==> src/rtl/posicao_pkg.sv <==
// Package for posicao: action codes, orientation codes and the movement FSM states.
// Imported by posicao_if, prox_pos and posicao.
package posicao_pkg;

  // Action codes carried on acao; 101-111 are invalid.
  localparam logic [2:0] AcaoParado = 3'b000;
  localparam logic [2:0] AcaoNorte  = 3'b001;
  localparam logic [2:0] AcaoOeste  = 3'b010;
  localparam logic [2:0] AcaoLeste  = 3'b011;
  localparam logic [2:0] AcaoSul    = 3'b100;

  // Orientation codes, same encoding as the move actions.
  localparam logic [2:0] OriNorte = 3'b001;
  localparam logic [2:0] OriOeste = 3'b010;
  localparam logic [2:0] OriLeste = 3'b011;
  localparam logic [2:0] OriSul   = 3'b100;

  typedef enum logic [1:0] {
    StAndando,
    StBatida,
    StChegou
  } estado_e;

  function automatic logic acao_valida(logic [2:0] acao);
    return acao <= AcaoSul;
  endfunction

endpackage

==> src/rtl/posicao_if.sv <==
// Bus between a controller and posicao.
//   acao           : action code (master -> slave)
//   alvo_x, alvo_y : target cell (master -> slave)
//   x, y           : current position (slave -> master)
//   bateu          : edge-refusal pulse (slave -> master)
//   chegou         : arrived level (slave -> master)
//   passos         : executed move count (slave -> master)
//   erro           : invalid-action pulse (slave -> master)
interface posicao_if #(
  parameter int unsigned CW = 3
);
  logic [2:0]    acao;
  logic [CW-1:0] alvo_x;
  logic [CW-1:0] alvo_y;
  logic [CW-1:0] x;
  logic [CW-1:0] y;
  logic          bateu;
  logic          chegou;
  logic [7:0]    passos;
  logic          erro;

  modport master (
    output acao, alvo_x, alvo_y,
    input  x, y, bateu, chegou, passos, erro
  );

  modport slave (
    input  acao, alvo_x, alvo_y,
    output x, y, bateu, chegou, passos, erro
  );
endinterface

==> src/rtl/prox_pos.sv <==
// prox_pos: combinational next-cell computation for one move action.
//   x, y        : current cell
//   acao        : action code (non-move codes leave the cell unchanged)
//   nx, ny      : cell after the move
//   fora_limite : move would leave the grid and must be refused
// With POSICAO_TORUS_EN defined, edge moves wrap around and fora_limite stays low.
module prox_pos
  import posicao_pkg::*;
#(
  parameter int unsigned LARG = 8,
  parameter int unsigned ALT  = 8,
  parameter int unsigned CW   = 3
) (
  input  logic [CW-1:0] x,
  input  logic [CW-1:0] y,
  input  logic [2:0]    acao,
  output logic [CW-1:0] nx,
  output logic [CW-1:0] ny,
  output logic          fora_limite
);

  localparam logic [CW-1:0] XMax = CW'(LARG - 1);
  localparam logic [CW-1:0] YMax = CW'(ALT - 1);

  always_comb begin
    nx          = x;
    ny          = y;
    fora_limite = 1'b0;
    case (acao)
      AcaoNorte: begin
        if (y == YMax) begin
`ifdef POSICAO_TORUS_EN
          ny = '0;
`else
          fora_limite = 1'b1;
`endif
        end else begin
          ny = y + CW'(1);
        end
      end
      AcaoSul: begin
        if (y == '0) begin
`ifdef POSICAO_TORUS_EN
          ny = YMax;
`else
          fora_limite = 1'b1;
`endif
        end else begin
          ny = y - CW'(1);
        end
      end
      AcaoLeste: begin
        if (x == XMax) begin
`ifdef POSICAO_TORUS_EN
          nx = '0;
`else
          fora_limite = 1'b1;
`endif
        end else begin
          nx = x + CW'(1);
        end
      end
      AcaoOeste: begin
        if (x == '0) begin
`ifdef POSICAO_TORUS_EN
          nx = XMax;
`else
          fora_limite = 1'b1;
`endif
        end else begin
          nx = x - CW'(1);
        end
      end
      default: ;
    endcase
  end

endmodule

==> src/rtl/posicao.sv <==
// posicao: position tracker on a LARG x ALT grid driven by edge-detected action pulses.
//   c4    : clock, all state changes on the rising edge
//   reset : synchronous active-high reset
//   bus   : posicao_if slave (acao, alvo_x/y in; x, y, bateu, chegou, passos, erro out)
// Optional macro POSICAO_TORUS_EN: edge moves wrap around instead of being refused.
module posicao
  import posicao_pkg::*;
#(
  parameter int unsigned LARG = 8,
  parameter int unsigned ALT  = 8,
  parameter int unsigned X0   = 0,
  parameter int unsigned Y0   = 0
) (
  input  logic      c4,
  input  logic      reset,
  posicao_if.slave  bus
);

  localparam int unsigned MaxDim = (LARG > ALT) ? LARG : ALT;
  localparam int unsigned CW     = ($clog2(MaxDim) > 1) ? $clog2(MaxDim) : 1;

  estado_e       estado_q, estado_d;
  logic [2:0]    acao_q;
  logic [CW-1:0] x_q, x_d, y_q, y_d;
  logic [7:0]    passos_q, passos_d;
  logic          erro_q, erro_d;

  logic [CW-1:0] nx, ny;
  logic          fora_limite;
  logic          req;
  logic          alvo_ok;
  logic          no_alvo;

  prox_pos #(
    .LARG (LARG),
    .ALT  (ALT),
    .CW   (CW)
  ) u_prox_pos (
    .x           (x_q),
    .y           (y_q),
    .acao        (bus.acao),
    .nx          (nx),
    .ny          (ny),
    .fora_limite (fora_limite)
  );

  // A held code produces a single request: only the 000 -> non-000 transition counts.
  assign req = (bus.acao != AcaoParado) && (acao_q == AcaoParado);

  // An off-grid target can never match, even when CW leaves room for it.
  assign alvo_ok = (32'(bus.alvo_x) < LARG) && (32'(bus.alvo_y) < ALT);
  assign no_alvo = alvo_ok && (x_q == bus.alvo_x) && (y_q == bus.alvo_y);

  always_comb begin
    estado_d = estado_q;
    x_d      = x_q;
    y_d      = y_q;
    passos_d = passos_q;
    erro_d   = 1'b0;
    unique case (estado_q)
      StAndando: begin
        // Arrival takes priority over a request seen in the same cycle.
        if (no_alvo) begin
          estado_d = StChegou;
        end else if (req) begin
          if (!acao_valida(bus.acao)) begin
            erro_d = 1'b1;
          end else if (fora_limite) begin
            estado_d = StBatida;
          end else begin
            x_d      = nx;
            y_d      = ny;
            passos_d = (passos_q == 8'hFF) ? passos_q : passos_q + 8'd1;
          end
        end
      end
      StBatida: estado_d = StAndando;
      StChegou: estado_d = StChegou;
      default:  estado_d = StAndando;
    endcase
  end

  always_ff @(posedge c4) begin
    if (reset) begin
      estado_q <= StAndando;
      acao_q   <= AcaoParado;
      x_q      <= CW'(X0);
      y_q      <= CW'(Y0);
      passos_q <= 8'd0;
      erro_q   <= 1'b0;
    end else begin
      estado_q <= estado_d;
      acao_q   <= bus.acao;
      x_q      <= x_d;
      y_q      <= y_d;
      passos_q <= passos_d;
      erro_q   <= erro_d;
    end
  end

  assign bus.x      = x_q;
  assign bus.y      = y_q;
  assign bus.passos = passos_q;
  assign bus.erro   = erro_q;
  assign bus.bateu  = (estado_q == StBatida);
  assign bus.chegou = (estado_q == StChegou);

endmodule

==> src/flat_wrapper.sv <==
// flat-port wrapper written by rule: the top's interface ports become plain ports
module posicao_flat import posicao_pkg::*;
#(
  parameter int unsigned LARG = 8,
  parameter int unsigned ALT  = 8,
  parameter int unsigned X0   = 0,
  parameter int unsigned Y0   = 0
)
  (c4, reset, bus_acao, bus_alvo_x, bus_alvo_y, bus_x, bus_y, bus_bateu, bus_chegou, bus_passos, bus_erro);
  posicao_if #(.CW((($clog2(((LARG > ALT) ? LARG : ALT)) > 1) ? $clog2(((LARG > ALT) ? LARG : ALT)) : 1))) bus_i ();
  input  logic c4;
  input  logic reset;
  input wire logic [$bits(bus_i.acao)-1:0] bus_acao;
  input wire logic [$bits(bus_i.alvo_x)-1:0] bus_alvo_x;
  input wire logic [$bits(bus_i.alvo_y)-1:0] bus_alvo_y;
  output wire logic [$bits(bus_i.x)-1:0] bus_x;
  output wire logic [$bits(bus_i.y)-1:0] bus_y;
  output wire logic [$bits(bus_i.bateu)-1:0] bus_bateu;
  output wire logic [$bits(bus_i.chegou)-1:0] bus_chegou;
  output wire logic [$bits(bus_i.passos)-1:0] bus_passos;
  output wire logic [$bits(bus_i.erro)-1:0] bus_erro;
  assign bus_i.acao = bus_acao;
  assign bus_i.alvo_x = bus_alvo_x;
  assign bus_i.alvo_y = bus_alvo_y;
  assign bus_x = bus_i.x;
  assign bus_y = bus_i.y;
  assign bus_bateu = bus_i.bateu;
  assign bus_chegou = bus_i.chegou;
  assign bus_passos = bus_i.passos;
  assign bus_erro = bus_i.erro;
  posicao #(.LARG(LARG), .ALT(ALT), .X0(X0), .Y0(Y0)) u_core (.c4(c4), .reset(reset), .bus(bus_i));
endmodule
==> config.mk <==
export PLATFORM = sky130hd
export DESIGN_NAME = posicao_flat
export DESIGN_NICKNAME = d
export VERILOG_FILES = /design/src/rtl/posicao_pkg.sv /design/src/rtl/posicao_if.sv /design/src/rtl/prox_pos.sv /design/src/rtl/posicao.sv /design/src/flat_wrapper.sv
export SDC_FILE = /design/constraint.sdc
export NUM_CORES = 1
export LEC_CHECK = 0
export CAP_MARGIN = 30
export CORE_UTILIZATION = 47
export CTS_BUF_LIST = sky130_fd_sc_hd__clkbuf_4 sky130_fd_sc_hd__clkbuf_8
export DETAILED_ROUTE_END_ITERATION = 7
export PLACE_DENSITY = 0.74
export SYNTH_ARGS = -nofsm -noshare
export SYNTH_HDL_FRONTEND = slang
export SYNTH_SLANG_ARGS = --single-unit
export TNS_END_PERCENT = 20
==> constraint.sdc <==
create_clock -name c4 -period 5.4 [get_ports c4]
set_input_delay 1.08 -clock c4 [delete_from_list [all_inputs] [get_ports c4]]
set_output_delay 1.08 -clock c4 [all_outputs]
set_load 0.03 [all_outputs]
# --- After elaboration in Yosys (flattened, before gate mapping) ---
# Cells that the tools add are included.
op_classes:
  n_addsub: 5
  order_cmp: 1
  eq_ne: 18
  muxes: 17
  bitwise: 5
  reduce_logical: 14
op_table:
  columns: ["operator", "n"]
  rows:
  - ["$reduce_and A8 Y1", 2]
  - ["$mux W3", 4]
  - ["$pmux W3 S2", 2]
  - ["$eq A3 B3 Y1 const B", 3]
  - ["$logic_not A3 Y1", 3]
  - ["$ne A3 B1 Y1 const B", 3]
  - ["$add A8 B1 Y8 const B", 1]
  - ["$eq A8 B8 Y1 const B", 1]
  - ["$mux W2", 4]
  - ["$ne A2 B2 Y1 const B", 4]
  - ["$add A3 B1 Y3 const B", 2]
  - ["$eq A3 B2 Y1 const B", 2]
  - ["$eq A3 B3 Y1", 2]
  - ["$reduce_and A6 Y1", 1]
  - ["$sub A3 B1 Y3 const B", 2]
  - ["$mux W1", 5]
  - ["$not A1 Y1", 5]
  - ["$pmux W1 S4", 1]
  - ["$pmux W2 S2", 1]
  - ["$reduce_bool A2 Y1", 2]
  - ["$reduce_or A4 Y1", 1]
  - ["$eq A3 B1 Y1 const B", 1]
  - ["$le A3 B3 Y1 const B", 1]
  - ["$reduce_and A3 Y1", 1]
  - ["5 further kinds", 6]
totals:
  reg_bits: 20
  elab_cells: 66

# --- Longest topological paths before layout ---
# Gate-level depths: netlist of run 1.
logic_depth:
  word_depth: 8
  depth_mapped: 7
  mapped_depth_nobuf: 6

# --- By module ---
# From an unflattened synthesis of run 1, not the netlist that was laid out.
hier_totals:
  hier_cells: 155
  area_unflattened_um2: 1388.8
modules_own_cells:
  columns: ["module", "n_inst", "cells_per_inst", "area_per_inst_um2", "seq_area_each_um2"]
  rows:
  - ["posicao", 1, 105, 999.7, 400.4]
  - ["prox_pos", 1, 50, 389.1, 0.0]

# --- Worst setup path after synthesis of run 1 ---
# Ideal clock, no wire load.
synth_path:
  kind: "in2reg"
  startpoint: "input bus_acao[0]"
  endpoint: "register u_core.y_q[2], in the netlist u_core.bus.y[2]"
  setup_ns: 0.070
  t_arrival_ns: 2.621
  t_required_ns: 5.330
  slack_ns: 2.708
  cell_stages: 5
  path_buffers: 0
  cell_sequence: "or3b_2 > fa_1 > xnor2_1 > or4_1 > a21oi_1"
synth_between:
  elab_chain_cells: 4
synth_lines:
  columns: ["element", "line_no", "text"]
  rows:
  - ["from (decl)", "flat_wrapper.sv:13", "input wire logic [$bits(bus_i.acao)-1:0] bus_acao;"]
  - ["$eq A3 B2 Y1 (tied with other cells)", "prox_pos.sv:29", "case (acao)"]
  - ["$pmux W1 S4", "prox_pos.sv:29", null]
  - ["$not A1 Y1 (no source line)", null, null]
  - ["$reduce_and A8 Y1 (no source line)", null, null]
  - ["to (signal assigned)", "posicao.sv:88", "y_q <= CW'(Y0);"]
  - ["to (signal assigned)", "posicao.sv:95", "y_q <= y_d;"]
  - ["to (decl)", "posicao.sv:24", "logic [CW-1:0] x_q, x_d, y_q, y_d;"]
# Several ways; a longest one is shown, not always the timed one.
# A chain may end at the register's enable or synchronous reset.

# --- Worst setup path after layout of run 1 ---
# Same ends and word-level chain as after synthesis.

==> out/qor.txt, run 1 <==
clk_lat worst skew -> 0.31 ns
hold path cells -> 2
post-synth top area share -> 0.358
worst r2r dst -> u_core.bus.passos[7]$_SDFFE_PP0P_
initial drt markers -> 34
Peak VDD IR -> 0.143 mV
ranking of synthesized cells by area -> dfxtp_1, xnor2_1, a21oi_1
EDFF count, synth -> 0
H-tree levels -> 1
Pre-antenna DRT Iters -> 4
WL per Instance -> 13.4 um
die height -> 50.8 um
Pwr Density -> 230 nW/um2
net count after synthesis -> 144
Max-slew headroom -> 0.514
Comb pwr share -> 0.163
cell taking the most area after synthesis -> dfxtp_1
GR Util All Layers -> 0.207
CTS resizes -> 0
Clk pin slew, worst setup/hold paths -> 0.12 ns
Final #Nets -> 172
vias in the first global route -> 923
final hold viol count -> 0
root buf cell -> clkbuf_4
Tmin final -> 3.15 ns
Slew Viols, Final -> 0
most frequent cells after synthesis -> dfxtp_1, nor2_1, a21oi_1, xnor2_1
IO Pins -> 28
Async SR Flop Fraction -> 0
Final ANT Viol Nets -> 0
Leak Pwr -> 0.488 nW
Initial Util -> 0.501
Psw -> 0.0837 mW
CORE AREA -> 2230 um2
worst flop-to-flop path startpoint -> u_core.bus.passos[0]$_SDFFE_PP0P_
MaxCap Viol Count -> 0
WS Path Type -> in -> reg
Chip Width -> 50.8 um
Max FO, Critical Path -> 11
Syn Inst Count -> 130
kind of start point of the critical path -> primary input
CP Capture Type -> flip-flop
critical path endpoint -> u_core.bus.y[2]$_SDFFE_PP0P_
Via density -> 5.57
Seq/Total Area, Yosys -> 0.358
Synth cell types -> 37
DR DRC count -> 0
Layout area overhead -> 29.9%
cell area after synthesis -> 1120 um2
total chip power -> 0.334 mW
clock buffer count from CTS -> 3
total number of vias -> 1,030
RSZ-0062 raised after global routing -> false
ys flop type -> dfxtp_1
IO Port Bufs -> 27
Hold Buf Count CTS -> 0
WP data arrival -> 3.38 ns
Clk pwr share -> 0.373
routed wire length -> 2470 um
# fillers -> 196
sw frac -> 0.250
Antenna diodes -> 0
fmax -> 318 MHz
fin crit share -> 0.583
gr ovfl total -> 0
Setup TNS -> 0 ns
GP Congestion -> 0.824
# setup viols final -> 0
Min-Delay Path Class -> reg -> reg
Post-DP HPWL -> 1820 um
Least-Margin Pin Slew -> 0.726 ns
Placement Setup Slack -> 1.98 ns
DIE AREA -> 2580 um2
row cnt -> 17
Setup crit start -> bus_acao[0]
Ys Warns -> 0
first-pass GRT wire length -> 3960 um
worst clock skew -> 0.00395 ns
Worst R2R Path Depth -> 6
proportion of layout cells with a drive suffix above 1 -> 0.0701
TritonCTS Sinks -> 20
Worst EP required -> 5.63 ns
syn_area_per_cell -> 8.61 um2
most frequent cell after synthesis -> dfxtp_1
CTS max path bufs -> 2
largest net degree at the start of global routing -> 21
Int Pwr -> 0.251 mW
run status -> completed
initial antenna violation count -> 0
number of synthesized register bits -> 20
CTS tree -> built
post-CTS setup buffers -> 0
setup ws final -> 2.25 ns
r2r setup slk -> 3.29 ns
sequential power share -> 0.464
## through the flow
step                      hold slack [ns]  utilization  cells  instance area, um2
after global placement              0.476        0.628    181                1400
after global routing                0.530        0.652    185                1460
after detailed placement            0.496        0.628    181                1400
after floorplan                     0.430            -    130                1120
final                               0.509        0.652    185                1460
after CTS                           0.515        0.652    185                1460
## flip-flops by register name, summed over array words and instances (netlist names)
name               count
u_core.bus.y           3
u_core.acao_q          3
u_core.bus.erro        1
u_core.bus.x           3
u_core.bus.passos      8
u_core.estado_q        2
## per-layer routing
metal  GRT usage  wire length, um  share of wire  up-vias
met5           0                0              0        -
met4      0.0972               30          0.012        0
met3      0.0268               80          0.032        4
met2       0.347             1210           0.49       22
met1       0.262             1150           0.47      484
li1            -                -              -      520
## critical path: stages
cell	delay [ns]
clkdlybuf4s50_1	0.59
or3b_2	0.60
fa_1	0.40
xnor2_1	0.15
or4_1	0.40
a21oi_1	0.17
## cell usage in the layout (no fill, tap or decap), types with 2 or more instances in the layout
master,count
or4_1,6
fa_1,2
mux2_2,2
inv_1,6
a21oi_1,9
nand2b_1,3
or3_1,4
dfxtp_1,20
nor3_1,4
and3_1,3
o31ai_1,6
clkdlybuf4s50_1,27
nor2_1,10
o21ai_0,5
nand3_1,5
xnor2_1,9
clkbuf_4,3
nor2b_1,7
nand2_1,7
## logic make-up after synthesis
logic type / Yosys count / share of synthesized area
compound gates: 28 / 0.159
simple gates: 57 / 0.297
buf+inv: 10 / 0.0402
xor+xnor: 9 / 0.0704
fa+ha+maj: 3 / 0.0469
flops: 20 / 0.358
mux: 3 / 0.0290
## power groups by stage
| stage | Sequential (mW) | Clock, mW | Combinational, mW |
|---|---|---|---|
| floorplan | 0.162 | 0 | 0.0312 |
| detailed placement | 0.158 | 0 | 0.0542 |
| finish | 0.155 | 0.125 | 0.0545 |
| global route | 0.156 | 0.131 | 0.0592 |
| global placement | 0.158 | 0 | 0.0533 |
| CTS | 0.155 | 0.129 | 0.0548 |
## how the worst min path moves through the flow
stage	start	end	slack (ns)
after detailed placement	u_core.bus.passos[6]$_SDFFE_PP0P_	u_core.bus.passos[6]$_SDFFE_PP0P_	0.50
after floorplan	u_core.estado_q[0]$_SDFFE_PP0P_	u_core.estado_q[1]$_SDFFE_PP0P_	0.43
after CTS	u_core.estado_q[0]$_SDFFE_PP0P_	u_core.estado_q[1]$_SDFFE_PP0P_	0.51
after global placement	u_core.bus.passos[1]$_SDFFE_PP0P_	u_core.bus.passos[1]$_SDFFE_PP0P_	0.48
after global routing	u_core.bus.passos[1]$_SDFFE_PP0P_	u_core.bus.passos[1]$_SDFFE_PP0P_	0.53
final	u_core.bus.passos[1]$_SDFFE_PP0P_	u_core.bus.passos[1]$_SDFFE_PP0P_	0.51
## area by class of cell
| type | count | area [um2] | share of cell area |
|---|---|---|---|
| multi-input combinational | 100 | 674 | 0.463 |
| sequential | 20 | 400 | 0.275 |
| timing repair buffer | 27 | 270 | 0.186 |
| tap | 28 | 35.0 | 0.0241 |
| clock inverter | 1 | 30.0 | 0.0206 |
| clock buffer | 3 | 22.5 | 0.0155 |
| inverter | 6 | 22.5 | 0.0155 |
Note: power is estimated with default switching activity, not from simulation.
==> run 2, diff against run 1 <==
- CORE_UTILIZATION: 47 -> 45
- clock period: 5.4 -> 2.58 ns (I/O delays scaled with it)
==> out/qor.txt, run 2 (same netlist as run 1, synthesis figures left out) <==
Post-DP HPWL -> 1880 um
post-CTS setup buffers -> 0
vias in the first global route -> 982
die height -> 51.9 um
fmax -> 436 MHz
Antenna diodes -> 0
Pre-antenna DRT Iters -> 4
WP data arrival -> 2.55 ns
row cnt -> 17
DR DRC count -> 0
Min-Delay Path Class -> reg -> reg
# setup viols final -> 0
total number of vias -> 1,091
initial drt markers -> 13
CP Capture Type -> flip-flop
Util after Layout -> 0.665
H-tree levels -> 1
worst clock skew -> 0.00106 ns
WS Path Type -> in -> reg
Crit-path slowest cell -> clkdlybuf4s50_1
Slew Viols, Final -> 0
Max stage delay on crit path -> 0.47 ns
first-pass GRT wire length -> 4210 um
RSZ-0062 raised after global routing -> false
MaxCap Viol Count -> 0
CORE AREA -> 2280 um2
leading cell type in the layout, fill and taps excluded -> clkdlybuf4s50_1
Max FO, Critical Path -> 2
clock buffer count from CTS -> 3
DIE AREA -> 2690 um2
TritonCTS Sinks -> 20
CTS max path bufs -> 2
final hold viol count -> 0
IO Port Bufs -> 27
max FFs per register -> 8
Least-Margin Pin Slew -> 0.500 ns
Tmin final -> 2.30 ns
IO Pins -> 28
gr ovfl total -> 0
initial antenna violation count -> 0
CP top delay family -> simple AND/OR/NAND/NOR gates
fin crit share -> 0.890
Hold Buf Count CTS -> 0
root buf cell -> clkbuf_4
CTS tree -> built
crit path cell chain -> clkdlybuf4s50_1, or3b_2, fa_1, xnor2_1, or4_1, a21oi_1
GR Util All Layers -> 0.213
met1 GRT Util -> 0.259
Via density -> 5.59
Final #Nets -> 182
Chip Width -> 51.9 um
total chip power -> 0.650 mW
Layout area overhead -> 35.2%
Most Crowded Layer GR -> met2
Global Route met2 Usage -> 0.372
Initial Util -> 0.492
proportion of layout cells with a drive suffix above 1 -> 0.126
Worst EP required -> 2.84 ns
kind of start point of the critical path -> primary input
run status -> completed
largest net degree at the start of global routing -> 14
WL per Instance -> 13.4 um
Max-slew headroom -> 0.666
Clk pin slew, worst setup/hold paths -> 0.13 ns
met3 usage in global routing -> 0.0263
Peak VDD IR -> 0.255 mV
clk_lat worst skew -> 0.31 ns
CTS resizes -> 0
Buf/Inv on CP -> 1
Pwr Density -> 430 nW/um2
GP Congestion -> 0.738
Final ANT Viol Nets -> 0
routed wire length -> 2610 um
Leak Pwr -> 0.529 nW
most frequent cells in the layout -> clkdlybuf4s50_1, dfxtp_1, nor2_1, buf_4
## run 2: cell count changes in the layout (fill, tap and decap cells not counted)
cell	before	now
bufinv_16	1	0
clkbuf_8	0	1
buf_4	0	10
## run 2: metal layers
| layer | vias to the layer above | wire length [um] |
|---|---|---|
| met2 | 24 | 1280 |
| met5 | - | 0 |
| met4 | 0 | 17 |
| met1 | 521 | 1240 |
| li1 | 544 | - |
| met3 | 2 | 72 |
## run 2: layout make-up
type / count / area, um2
Fill cell: 207 / 762
Timing Repair Buffer: 37 / 345
Tap cell: 28 / 35.0
Sequential cell: 20 / 400
Inverter: 6 / 22.5
Clock buffer: 4 / 36.3
Multi-Input combinational cell: 100 / 674
## run 2: path summary, 6_finish.rpt
path                                  endpoint                            start  cells past startpoint  slack (ns)
max               u_core.bus.y[2]$_SDFFE_PP0P_                      bus_acao[2]                      6        0.28
min            u_core.estado_q[1]$_SDFFE_PP0P_  u_core.estado_q[0]$_SDFFE_PP0P_                      1        0.50
min reg2reg    u_core.estado_q[1]$_SDFFE_PP0P_  u_core.estado_q[0]$_SDFFE_PP0P_                      1        0.50
max reg2reg  u_core.bus.passos[6]$_SDFFE_PP0P_  u_core.estado_q[0]$_SDFFE_PP0P_                      5        0.53
## run 2: stage by stage
stage	std cells	TNS, ns	worst slack [ns]	hold WS (ns)	area, um2
floorplan	130	0	0.452	0.430	1120
global placement	191	0	0.00214	0.470	1480
detailed placement	191	-0.0468	-0.0468	0.477	1480
CTS	195	0	0.285	0.495	1510
global route	195	0	0.162	0.521	1510
finish	195	0	0.285	0.496	1510
## run 2: power breakdown
group | switching, mW | internal [mW]
Sequential | 0.00763 | 0.317
Clock | 0.112 | 0.0862
Combinational | 0.0668 | 0.0611
==> patch 1, RTL diff (flow settings as in run 2) <==
`ALT` is set to 8 in 3 places; all go to 16.
--- a/src/rtl/prox_pos.sv
+++ b/src/rtl/prox_pos.sv
@@ -10,3 +10,3 @@
   parameter int unsigned LARG = 8,
-  parameter int unsigned ALT  = 8,
+  parameter int unsigned ALT  = 16,
   parameter int unsigned CW   = 3
--- a/src/rtl/posicao.sv
+++ b/src/rtl/posicao.sv
@@ -9,3 +9,3 @@
   parameter int unsigned LARG = 8,
-  parameter int unsigned ALT  = 8,
+  parameter int unsigned ALT  = 16,
   parameter int unsigned X0   = 0,
--- a/src/flat_wrapper.sv
+++ b/src/flat_wrapper.sv
@@ -4,3 +4,3 @@
   parameter int unsigned LARG = 8,
-  parameter int unsigned ALT  = 8,
+  parameter int unsigned ALT  = 16,
   parameter int unsigned X0   = 0,
Interface: changed (resized bus_alvo_x, bus_alvo_y, bus_x and bus_y); port bits go from 28 to 32. No check against the original RTL was run, so the function may have changed too.
==> patch 1 against run 2 <==
  * Routed wire length grew 34%
  * First-iteration DRC count rose to 4.6 times the old value
  * Total power increased by 3.5%
  * Sequential power up 10%
  * Utilization is 0.62 points lower
  * Sequential cell count up 2
  * Final cell count up 20%
  * Worst setup slack lost 0.18 ns
  * Largest power group unchanged
  * Synthesized area up 18%
  * Final area grew 21%
==> patch 1: results (changes against run 2) <==
share of flip-flops with an asynchronous set or reset=0% (unchanged); synth cell count leaders=dfxtp_1, a21oi_1, xnor2_1; post-place setup slack=-0.204 ns (-0.157 ns); peak supply drop=0.287 mV (+13%); layout cells sized above 1=15.3% (+2.7 points); max reg flops=8 (unchanged); Lkg Pwr=0.697 nW (+32%); DRT Wirelength=3.50 mm (+34%); Post-CTS Setup Bufs=0 (unchanged); Slew @ Worst Pin=0.585 ns (+0.0843 ns); Routed WL per cell=15.0 um (+12%); Yosys Warn Count=0 (unchanged); antenna violations before repair=0 (unchanged); Hold Path Class=reg2reg; post-synthesis sequential area ratio=33.2% (-2.5 points); CP arrival=2.69 ns (+0.14 ns); clk_lat worst skew=approximately 0.30 ns; Total GRT Usage=22.3% (+0.97 points); status=complete, no violations; sw power=0.000189 W (+1.9%); main flop type after synthesis=dfxtp_1; drt first pass iters=4 (unchanged); total CTS buffers=3 (unchanged); H-Tree Level Count=1 (unchanged); largest net degree at the start of global routing=16 (+2); Synthesized Nets=173 (+20%); largest stage delay on the critical path=0.50 ns (+0.03 ns); routability congestion estimate=0.828 (+12%); post-synth cell types=42 (+14%); critical path fanouts, max=3 (+1); syn_area_per_cell=8.67 sq um (+0.63%); vias in the first global route=1286 (+31%); cells taking the most area after synthesis=dfxtp_1, xnor2_1, a21oi_1; first-pass GRT wire length=5.67 mm (+35%); IO buf count=31 (+15%); DP HPWL=2.64 mm (+40%); number of diodes=0 (unchanged); Root Driver=clkbuf_4; Placement Cell Area=0.00181 sq mm (+22%); CTS clk-pin slew, worst paths=0.12 ns; DR vias=1372 (+26%); Final #Nets=225 (+24%); Iteration-0 DRC Markers=60 (+47); CP Launch Type=input port; Bufs on Longest Clock Path=2 (unchanged); final clock skew=0.00315 ns (+0.00209 ns); Slowest-stage cell, CP=or4_1
[patch 1: cell count changes in the layout (fill, tap and decap cells not counted), moves of 3 or more]
cell             change
a21oi_1              +6
buf_4               +12
clkdlybuf4s50_1      +3
ha_1                 +4
nand2_1              -3
nand4_1              +6
[patch 1: what timing repair did]
item | CTS | global route
resized for setup | 0 | 1
endpoints found under the hold margin | 0 | 0
endpoints found under the setup margin | 0 | 1
[patch 1: cells by family after synthesis]
| group | synth area share (%) |
|---|---|
| simple gates | 25.9 |
| compound gates | 19.2 |
| flops | 33.2 |
| buf+inv | 4.43 |
| xor+xnor | 7.92 |
| fa+ha+maj | 7.74 |
| mux | 1.60 |
[patch 1: layout make-up]
| cell class | instances | area (sq um) |
|---|---|---|
| clock buffer | 3 | 22.5 |
| fill | 246 | 948 |
| inverter | 7 | 26.3 |
| multi-input combinational | 118 | 827 |
| sequential | 22 | 440 |
| tap | 31 | 38.8 |
| timing repair buffer | 53 | 478 |
[patch 1: worst paths after layout]
check / from / to / slack, ns / cells past startpoint
max: bus_acao[2] / u_core.bus.x[3] / 0.11 / 9
min: u_core.bus.passos[6] / u_core.bus.passos[6] / 0.53 / 2
max reg2reg: u_core.estado_q[1] / u_core.bus.passos[7] / 0.36 / 6
min reg2reg: u_core.bus.passos[6] / u_core.bus.passos[6] / 0.53 / 2
[patch 1: layer usage]
metal	share of wire [%]	routed length, um	vias to the layer above	GRT usage [%]
li1	-	-	666	-
met5	0	0	-	0
met2	49	1700	45	38.6
met4	0.71	25	0	5.92
met3	4.3	151	4	3.00
met1	46	1620	657	29.3
[patch 1: stage by stage]
stage	hold WS, ns	setup TNS (ns)	utilization [%]
floorplan	0.473	0	-
global placement	0.493	-0.185	65.0
detailed placement	0.500	-0.583	65.0
CTS	0.519	0	65.8
global route	0.548	0	65.9
finish	0.525	0	65.9
[patch 1: power by group through the flow]
stage	clock network [W]	registers [W]	logic, W
floorplan	0	0.000375	0.0000723
global placement	0	0.000365	0.000153
detailed placement	0	0.000366	0.000159
CTS	0.000157	0.000358	0.000160
global route	0.000172	0.000360	0.000172
finish	0.000154	0.000358	0.000161
[patch 1: worst max-delay path, delay by kind of cell]
kind	cells	cell delay [ns]
compound gates	3	0.56
buf+inv	1	0.44
fa+ha+maj	1	0.25
xor+xnor	1	0.11
simple gates	3	0.82
==> patch 2, RTL diff (flow settings as in run 2) <==
Made on the original files. Re-encode `estado_e` (3 values) as one-hot, 3 bits wide.
--- a/src/rtl/posicao_pkg.sv
+++ b/src/rtl/posicao_pkg.sv
@@ -17,6 +17,6 @@
 
-  typedef enum logic [1:0] {
-    StAndando,
-    StBatida,
-    StChegou
+  typedef enum logic [2:0] {
+    StAndando = 3'b001,
+    StBatida  = 3'b010,
+    StChegou  = 3'b100
   } estado_e;
Formal check against the unedited RTL: no difference found for any inputs over 10 cycles, from zero or initial values and one cycle with reset high; not proved beyond that.
==> patch 2 against run 2 <==
  * Via count rose by 8.0%
  * Worst setup slack lost 0.040 ns
  * Synthesized area rose by 12%
  * Routed wire length increased by 11%
  * Sequential cell count grew 1
  * Final cell count rose by 8.2%
  * Largest power group unchanged
  * Final area increased by 8.7%
  * Total power up 3.8%
==> patch 2: results (changes against run 2) <==
largest net degree at the start of global routing=22 (+8); post-synthesis sequential area ratio=33.5% (-2.3 points); Synthesized Nets=158 (+9.7%); critical path fanouts, max=4 (+2); DR vias=1178 (+8.0%); DRT Wirelength=2.90 mm (+11%); Slew @ Worst Pin=0.445 ns (-0.0550 ns); share of flip-flops with an asynchronous set or reset=0% (unchanged); HP Start=u_core.bus.passos[7]; layout cells sized above 1=14.9% (+2.3 points); post-synth cell types=46 (+24%); internal reg-to-reg setup slack=0.69 ns (+0.16 ns); CP arrival=2.57 ns (+0.02 ns); clk_lat worst skew=0.29 ns (-0.02 ns); final clock skew=0.00200 ns (+0.000944 ns); Lkg Pwr=0.586 nW (+11%); first-pass GRT wire length=4.69 mm (+11%); peak supply drop=0.302 mV (+19%); H-Tree Level Count=1 (unchanged); DP HPWL=2.24 mm (+19%); cells taking the most area after synthesis=dfxtp_1, xnor2_1, nor2b_1; Total GRT Usage=21.3% (-0.098 points); routability congestion estimate=0.818 (+11%); Final #Nets=196 (+7.7%); vias in the first global route=1105 (+13%); Crit. Startpoint=bus_acao[1]; Iteration-0 DRC Markers=20 (+7); status=complete, no violations; R2R Path Start=u_core.bus.y[0]
patch 2: changes by cell type in the layout (fill, tap and decap cells not counted), moves of 2 or more:
cell            run 2  this run
buf_4              10        13
nor2_1             10        13
nor2b_1             7         9
nor4_1              1         3
xnor2_1             9         7
patch 2: critical path, stage by stage:
cell             delay [ns]
clkdlybuf4s50_1        0.52
nor2b_1                0.26
nand2b_1               0.11
fa_1                   0.39
xnor2_1                0.15
or4_1                  0.47
a21oi_1                0.15
patch 2: power breakdown:
part	switching, W	total [W]	internal [W]	leakage (nW)
Clock	0.0000981	0.000169	0.0000706	0.0184
Combinational	0.0000856	0.000161	0.0000756	0.397
Sequential	0.0000109	0.000345	0.000335	0.171
Total	0.000195	0.000675	0.000481	0.586
patch 2: area by class of cell:
class,count,area [sq um]
Fill cell,241,922
Timing Repair Buffer,40,368
Sequential cell,21,420
Multi-Input combinational cell,109,763
Inverter,7,26.3
Clock buffer,4,30.0
Tap cell,30,37.5
patch 2: final timing paths:
path,end,cells past startpoint
hold / removal,u_core.bus.passos[7],2
setup / recovery,u_core.bus.x[2],7
setup reg to reg,u_core.bus.y[0],6
hold reg to reg,u_core.bus.passos[7],2
patch 2: cell families after synthesis:
kind of cell | Yosys count | synth area share, %
AND/OR/NAND/NOR | 64 | 30.4
flip-flops | 21 | 33.5
AO/OA/AOI/OAI | 31 | 17.8
buffers and inverters | 14 | 5.78
adder cells (fa/ha/maj) | 3 | 4.18
XOR/XNOR | 7 | 4.88
multiplexers | 4 | 3.49
patch 2: per-stage QoR:
step / setup slack [ns] / cells / utilization [%] / instance area [sq um]
floorplan: 0.488 / 144 / - / 1260
global placement: 0.00774 / 207 / 62.9 / 1620
detailed placement: -0.0493 / 207 / 62.9 / 1620
CTS: 0.234 / 211 / 64.1 / 1650
global route: 0.129 / 211 / 64.1 / 1650
finish: 0.245 / 211 / 64.1 / 1650
patch 2: per-layer routing:
metal  GRT usage, %  wire length [um]  up-vias
met5              0                 0        -
met4           4.27                21        0
met3           2.50               114        2
met2           38.8              1500       28
met1           26.3              1260      550
li1               -                 -      598
